[config.mk]
export PLATFORM = sky130hd
export DESIGN_NAME = seg_scan_ctrl
export DESIGN_NICKNAME = d
export VERILOG_FILES = /design/src/rtl/seg_scan_ctrl.sv
export SDC_FILE = /design/constraint.sdc
export NUM_CORES = 1
export LEC_CHECK = 0
export ABC_AREA = 1
export CORE_ASPECT_RATIO = 0.9
export CORE_UTILIZATION = 54
export DETAILED_ROUTE_END_ITERATION = 12
export DONT_BUFFER_PORTS = 1
export PLACE_DENSITY = 0.67
export SYNTH_ARGS = -nofsm -noshare
export SYNTH_HDL_FRONTEND = slang
export SYNTH_SLANG_ARGS = --single-unit
[constraint.sdc]
create_clock -name clk -period 2.1 [get_ports clk]
set_input_delay 0.21 -clock clk [delete_from_list [all_inputs] [get_ports clk]]
set_output_delay 0.21 -clock clk [all_outputs]
set_load 0.03 [all_outputs]
[src/rtl/seg_scan_ctrl.sv]
// seg_scan_ctrl
// Time-multiplexed scan controller for a DIGITS-position 7-segment display that
// shares a single BCD-to-7-segment converter. It holds an active frame of BCD
// digits and walks through the positions one at a time. Each position is shown
// for DIV cycles and followed by BLANK all-off cycles to suppress ghosting.
// Leading zeros can optionally be suppressed. New values are double-buffered
// and only take effect at a frame wrap, so a frame never shows a mix of values.
//
// Ports:
//   clk        rising-edge system clock
//   rst        synchronous, active-high reset
//   load       one-cycle strobe capturing value / dp_in / lz_en
//   value      BCD digits, digit i = value[4i+3:4i], digit 0 least significant
//   dp_in      decimal point per digit
//   lz_en      leading-zero suppression enable
//   bcd_out    code for the shared converter (4'hF = blank)
//   digit_en   one-hot digit enable, all-zero while blanking
//   dp         decimal point for the enabled digit
//   frame_done one-cycle pulse in the first cycle digit 0 is shown again
module seg_scan_ctrl #(
  parameter int DIGITS = 4,
  parameter int DIV    = 50000,
  parameter int BLANK  = 2
) (
  input  logic                  clk,
  input  logic                  rst,
  input  logic                  load,
  input  logic [4*DIGITS-1:0]   value,
  input  logic [DIGITS-1:0]     dp_in,
  input  logic                  lz_en,
  output logic [3:0]            bcd_out,
  output logic [DIGITS-1:0]     digit_en,
  output logic                  dp,
  output logic                  frame_done
);

  localparam int MAXN = (DIV > BLANK) ? DIV : BLANK;
  localparam int CW   = $clog2(MAXN + 1);
  localparam int IW   = $clog2(DIGITS);
  localparam logic [CW-1:0]     SHOW_LAST  = CW'(DIV - 1);
  localparam logic [CW-1:0]     BLANK_LAST = CW'((BLANK > 0) ? (BLANK - 1) : 0);
  localparam logic [IW-1:0]     IDX_LAST   = IW'(DIGITS - 1);
  localparam logic [DIGITS-1:0] DIGIT0     = DIGITS'(1);

  typedef enum logic [0:0] {
    ST_SHOW  = 1'b0,
    ST_BLANK = 1'b1
  } state_t;

  state_t               state_r;
  logic [CW-1:0]        cnt_r;
  logic [IW-1:0]        idx_r;
  logic [4*DIGITS-1:0]  act_val_r;
  logic [DIGITS-1:0]    act_dp_r;
  logic                 act_lz_r;
  logic [4*DIGITS-1:0]  sh_val_r;
  logic [DIGITS-1:0]    sh_dp_r;
  logic                 sh_lz_r;
  logic                 pending_r;
  logic                 wrap_r;

  logic                 slot_end_s;
  logic                 wrap_s;
  logic [IW-1:0]        next_idx_s;
  logic [3:0]           cur_digit_s;
  logic                 zero_run_s;
  logic                 suppress_s;

  // Slot sequencing: end of a digit slot, frame wrap, next index, current digit.
  always_comb begin
    slot_end_s = 1'b0;
    case (state_r)
      // Without a blanking gap the SHOW slot itself ends the digit.
      ST_SHOW:  slot_end_s = (cnt_r == SHOW_LAST) && (BLANK == 0);
      ST_BLANK: slot_end_s = (cnt_r == BLANK_LAST);
      default:  slot_end_s = 1'b0;
    endcase
    wrap_s = slot_end_s && (idx_r == IDX_LAST);
    if (idx_r == IDX_LAST) begin
      next_idx_s = IW'(0);
    end else begin
      next_idx_s = idx_r + IW'(1);
    end
    cur_digit_s = act_val_r[{idx_r, 2'b00} +: 4];
  end

  // Leading-zero detection: walk from the top digit down, tracking whether
  // every digit so far is zero; digit 0 is never considered.
  always_comb begin
    zero_run_s = 1'b1;
    suppress_s = 1'b0;
    for (int i = DIGITS - 1; i >= 1; i--) begin
      zero_run_s = zero_run_s & (act_val_r[4*i +: 4] == 4'h0);
      if (idx_r == IW'(i)) begin
        suppress_s = act_lz_r & zero_run_s;
      end else begin
        suppress_s = suppress_s;
      end
    end
  end

  // Scan FSM, frame buffering and registered outputs.
  // Outputs decode the state held before each edge, so the display trails the
  // internal index by one cycle; the active frame is swapped on the internal
  // wrap edge and is therefore already in place for the first digit-0 cycle.
  always_ff @(posedge clk) begin
    if (rst) begin
      state_r    <= ST_SHOW;
      cnt_r      <= CW'(0);
      idx_r      <= IW'(0);
      act_val_r  <= {(4*DIGITS){1'b0}};
      act_dp_r   <= {DIGITS{1'b0}};
      act_lz_r   <= 1'b0;
      sh_val_r   <= {(4*DIGITS){1'b0}};
      sh_dp_r    <= {DIGITS{1'b0}};
      sh_lz_r    <= 1'b0;
      pending_r  <= 1'b0;
      wrap_r     <= 1'b0;
      bcd_out    <= 4'hF;
      digit_en   <= {DIGITS{1'b0}};
      dp         <= 1'b0;
      frame_done <= 1'b0;
    end else begin
      case (state_r)
        ST_SHOW: begin
          if (cnt_r == SHOW_LAST) begin
            cnt_r <= CW'(0);
            if (BLANK == 0) begin
              state_r <= ST_SHOW;
              idx_r   <= next_idx_s;
            end else begin
              state_r <= ST_BLANK;
            end
          end else begin
            cnt_r <= cnt_r + CW'(1);
          end
        end
        ST_BLANK: begin
          if (cnt_r == BLANK_LAST) begin
            cnt_r   <= CW'(0);
            state_r <= ST_SHOW;
            idx_r   <= next_idx_s;
          end else begin
            cnt_r <= cnt_r + CW'(1);
          end
        end
        default: begin
          state_r <= ST_SHOW;
          cnt_r   <= CW'(0);
          idx_r   <= IW'(0);
        end
      endcase

      // A load on the wrap edge bypasses the shadow and wins over any pending one.
      if (wrap_s) begin
        if (load) begin
          act_val_r <= value;
          act_dp_r  <= dp_in;
          act_lz_r  <= lz_en;
        end else if (pending_r) begin
          act_val_r <= sh_val_r;
          act_dp_r  <= sh_dp_r;
          act_lz_r  <= sh_lz_r;
        end else begin
          act_val_r <= act_val_r;
        end
        pending_r <= 1'b0;
      end else if (load) begin
        sh_val_r  <= value;
        sh_dp_r   <= dp_in;
        sh_lz_r   <= lz_en;
        pending_r <= 1'b1;
      end else begin
        pending_r <= pending_r;
      end

      wrap_r     <= wrap_s;
      frame_done <= wrap_r;

      if (state_r == ST_SHOW) begin
        digit_en <= DIGIT0 << idx_r;
        if (suppress_s) begin
          bcd_out <= 4'hF;
          dp      <= 1'b0;
        end else begin
          bcd_out <= cur_digit_s;
          dp      <= act_dp_r[idx_r];
        end
      end else begin
        digit_en <= {DIGITS{1'b0}};
        bcd_out  <= 4'hF;
        dp       <= 1'b0;
      end
    end
  end

endmodule

; ---- Word-level counts from Yosys, hierarchy flattened
; Cells that the tools add are included.
[op_classes]
add_sub_neg = 2
mul = 0
n_div = 0
n_lt_le_gt_ge = 1
eq_ne = 5
shift = 2
n_mux = 19
n_bitwise = 7
reduce_logical = 11
[op_table]
columns = op, n
row1 = 16-bit two-way mux, 4
row2 = 16-bit case mux with 2 select lines, 1
row3 = "16-bit by 1-bit adder with 16-bit output, second input constant", 1
row4 = "16-bit by 1-bit equality test with 1-bit output, second input constant", 1
row5 = "16-bit equality test, second input constant", 1
row6 = 16-bit by 5-bit variable part select with 4-bit output, 1
row7 = 4-bit zero test, 3
row8 = 1-bit two-way mux, 8
row9 = 4-bit two-way mux, 2
row10 = 2-bit AND reduction, 3
row11 = 1-bit bitwise AND, 5
row12 = "2-bit equality test, second input constant", 2
row13 = 1-bit case mux with 2 select lines, 2
row14 = 2-bit OR reduction, 2
row15 = "1-bit by 2-bit << shifter with 4-bit output, first input constant", 1
row16 = "2-bit by 3-bit less-than comparator with 1-bit output, second input constant", 1
row17 = 3-bit OR reduction, 1
row18 = "2-bit by 1-bit adder with 2-bit output, second input constant", 1
row19 = 1-bit binary-select mux with 2-bit select, 1
row20 = "2-bit by 1-bit equality test with 1-bit output, second input constant", 1
row21 = 2-bit two-way mux, 1
row22 = 1-bit inverter, 2
row23 = 2-bit nonzero test, 1
row24 = 1-bit logical AND, 1
[totals]
register_bits = 73
latch_bits = 0
ramBits = 0
rom_bits = 0
output_inout_bits = 10
wordCells = 62
memories = 0

; ---- Longest topological paths before layout
[depth]
word_depth = 6
depth_mapped = 10
ltp_nobuf = 9

; ---- Worst setup path before layout
; No wires, ideal clock.
[synth_path]
path_kind = flip-flop to flip-flop
start = register idx_r[0]
end = register bcd_out[0]
setup_time_ns = 0.130
arrival_time_ns = 1.609
t_required_ns = 1.970
path_slack_ns = 0.361
stages_incl_launch_ff = 9
n_path_buf = 1
period_less_slack_ns = 1.739
path_cell_list = dfxtp_1 > clkbuf_1 > clkinv_1 > ha_1 > or2_2 > nor2_1 > nor2_1 > nand2_1 > nand3b_1
[synth_via]
elab_chain_len = 5
elab_cells_between_ends = 8
classes_between = eq/ne: 3 / shift: 1 / mux: 3 / reduce/logical: 1
[synth_rtl]
columns = item, line
row1 = start: declaration, 52  ; logic [IW-1:0] idx_r;
row2 = start signal: assignment, 130  ; idx_r <= next_idx_s;
row3 = start signal: assignment, 142  ; idx_r <= next_idx_s;
row4 = 2-bit equality test, 94  ; if (idx_r == IW'(i)) begin
row5 = 1-bit two-way mux (3 in series), 94
row6 = 3-bit OR reduction (no source line), n/a
row7 = end signal: assignment, 186  ; bcd_out <= cur_digit_s;
row8 = end: declaration, 31  ; output logic [3:0] bcd_out,
; Parallel ways exist; a longest one is shown, timed or not.
; A chain may end at the register's enable or synchronous reset.

; ---- Worst setup path after layout
[layout_path]
start = register idx_r[1]
end = register bcd_out[1]
; Same word-level chain as after synthesis.

==> impl_results.md <==
* Detailed Route Iter0 Violations at about 180
* Type of origin of the critical path: register
* Mapped Nets at between 500 and 600
* Distinct cell type count after synthesis at 28
* WL per Instance at roughly 12 um
* Routed Antenna Nets at 0
* Placed instance area at between 0.003 and 0.004 mm^2
* Die area at 0.006755 mm^2
* Achievable Freq at between 0.5 and 0.6 GHz
* Power per cell area at between 700 and 800 mW/mm^2
* Post-detailed-placement half-perimeter wirelength at between 4 and 5 mm
* Sequential fraction of the synthesis area at 42.09%
* Number of remaining DRC errors at 0
* Critical path class: register to register
* Result of the run: finished clean
* Number of filler instances in the final layout at approximately 600
* Standby leakage power at around 0.0017 uW
* Clock sink total at 73
* Number of gates resized after cts at 0
* Total power draw at 3005 uW
* Cell area after synthesis at 0.003472 mm^2
* Die W at just under 90 um
* Starting utilization of the core area at approximately 56%
* Global-route wire length before repair at 12.01 mm
* Max capacitance violation total at 0
* Post-layout worst setup margin at 0.3723 ns
* Overall die height at around 80 um
* Core region area at 0.006148 mm^2
* Pin count of the biggest net entering global routing at 65
* Hold Path Class: input pin to register
* Arrival time of the worst setup path at 1.94 ns
* Synthesis-to-finish area growth at 9.081%
* Number of storage elements in the synthesis netlist at between 70 and 80
* Maximum clock skew at final layout at between 0.008 and 0.009 ns
* Time the final worst path needs with I/O delays and setup at between 1.5 and 2 ns
* Maximum fanout along the worst path at 12
* Weighted congestion at the end of routability-driven global placement at 0.9011
* Number of levels the H-tree was split into at 3
* Detailed-route vias per instance at just over 5
* Clk_lat worst skew at roughly 0.35 ns
* Data required time of the critical path at 2.31 ns
* CTS tree: done
* Number of cells produced by synthesis at approximately 490
* RSZ-0062 raised after global routing: no
* Worst slew margin relative to its limit at between 50% and 60%
* Fin Setup TNS at 0 ns
* First-pass detailed-route iteration total at 7
* Post-Place Setup Slack at roughly 0.38 ns
* Number of cell rows at 27
* Buffers added on ports at 0
* Number of setup violations in the final report at 0
* Number of placed I/O pins at 34
* Via count of the first global-routing pass at around 2500
* Final period util at roughly 80%
* Clock-pin slew on the worst setup and hold paths at ~0.070 ns
* Diodes inserted at 0
* Share of cells above drive strength 1 at around 6.6%
* Avg Synthesized Cell Area at around 7.2 um^2
* Final slew viol count at 0
* Final wirelength at about 7.0 mm
* Number of hold violations in the final report at 0
* Number of buffers added by the clock tree synthesis step at 9
* Total global routing overflow at 0
* Final hold slack at roughly 0.020 ns
* Peak VDD IR at approximately 430 uV
* Design Area, Final at between 0.003 and 0.004 mm^2
* Vias after detailed routing at 2933
* Number of nets in the finished design at about 510
* Maximum buffer depth of the clock tree at 2
* Buffer type at the clock tree root: clkbuf_8
* Initial antenna violation count at 0
* Number of synthesis warnings at 0
* Tightest Pin Transition at 0.6300 ns
* Most common cell after layout, fill and taps aside: nor2_1
* Capturing element type of the critical path: register
* Most frequent cells in the layout: nor2_1, nand2_1, dfxtp_1, inv_1
* GRT Total Usage at 23.11%
critical path, stage by stage (launching register included):
cell and delay, ns:
dfxtp_1 0.55, inv_1 0.17, ha_1 0.22, or2_2 0.28, nor2_1 0.09, nor2_1 0.05, nand2_1 0.13, nand3b_1 0.10
cells by family after synthesis:
family / count (synthesis) / synth area share, %
AOI/OAI and AO/OA: 47 / 6.847
and+or+nand+nor: 262 / 33.12
adders and majority gates: 5 / 1.802
xor gates and xnor gates: 8 / 2.018
muxes: 21 / 6.054
DFF: 73 / 42.09
buffers and inverters: 69 / 8.072
routing by layer:
metal  routed length (um)  GRT usage (%)  part of all wire, %  vias to the layer above
met5                    0              0                    0                        -
met3                  529          9.043                  7.5                        8
met1                 3684          34.46                   52                     1277
met2                 2712          29.52                   39                       94
met4                  104          8.167                  1.5                        0
li1                     -              -                    -                     1554
synth_stat cells (all sizes together):
| cell type | number | area share [%] |
|---|---|---|
| ha | 5 | 1.8 |
| buf | 15 | 2.2 |
| inv | 40 | 4.3 |
| or2 | 1 | 0.18 |
| mux2i | 21 | 6.1 |
| a21oi | 30 | 4.3 |
| nand2 | 73 | 7.9 |
| nand3 | 30 | 4.3 |
| clkinv | 1 | 0.11 |
| o22ai | 2 | 0.36 |
| nor4 | 1 | 0.18 |
| nand4 | 24 | 4.8 |
| nor3 | 9 | 1.3 |
| xor2 | 6 | 1.5 |
| and3 | 2 | 0.36 |
| xnor2 | 2 | 0.50 |
| clkbuf | 13 | 1.4 |
| nand3b | 4 | 0.86 |
| dfxtp | 73 | 42 |
| o21ai | 15 | 2.2 |
| nor2 | 118 | 13 |
path summary, 6_finish.rpt:
path | from | end | slack (ns) | cells after the start
setup / recovery | idx_r[1] | bcd_out[1] | 0.37 | 7
hold / removal | load | sh_dp_r[1] | 0.02 | 2
setup reg to reg | idx_r[1] | bcd_out[1] | 0.37 | 7
hold reg to reg | wrap_r | frame_done | 0.40 | 2
power breakdown:
part	internal [uW]	total, uW	switching [uW]
sequential	1420	1450	29.9
combinational	69.3	160	91.0
clock	886	1390	505
sequential cells by signal, summed over array words and instances, names as in the netlist, 2 cells and up:
register,cells
act_dp_r,4
bcd_out,4
digit_en,4
cnt_r,16
sh_val_r,16
act_val_r,16
idx_r,2
sh_dp_r,4
stage by stage:
step / instances / util (%)
after floorplan: 485 / -
after global placement: 552 / 57.16
after detailed placement: 552 / 57.16
after CTS: 569 / 61.60
after global routing: 569 / 61.60
final: 569 / 61.60
cell type report:
type	instances	area, um^2	area share [%]
multi-input combinational	343	1730	45.69
clock buffer	12	165.2	4.361
sequential	73	1461	38.59
timing repair buffer	9	70.07	1.850
inverter	41	153.9	4.063
tap	87	108.9	2.874
clock inverter	4	97.59	2.577
timing repair:
item | CTS | global route
hold endpoints to repair | 7 | 0
buffers inserted | 0 | 0
hold buffers | 1 | 0
endpoints found under the setup margin | 0 | 0
Note: power is estimated with default switching activity, not from simulation.
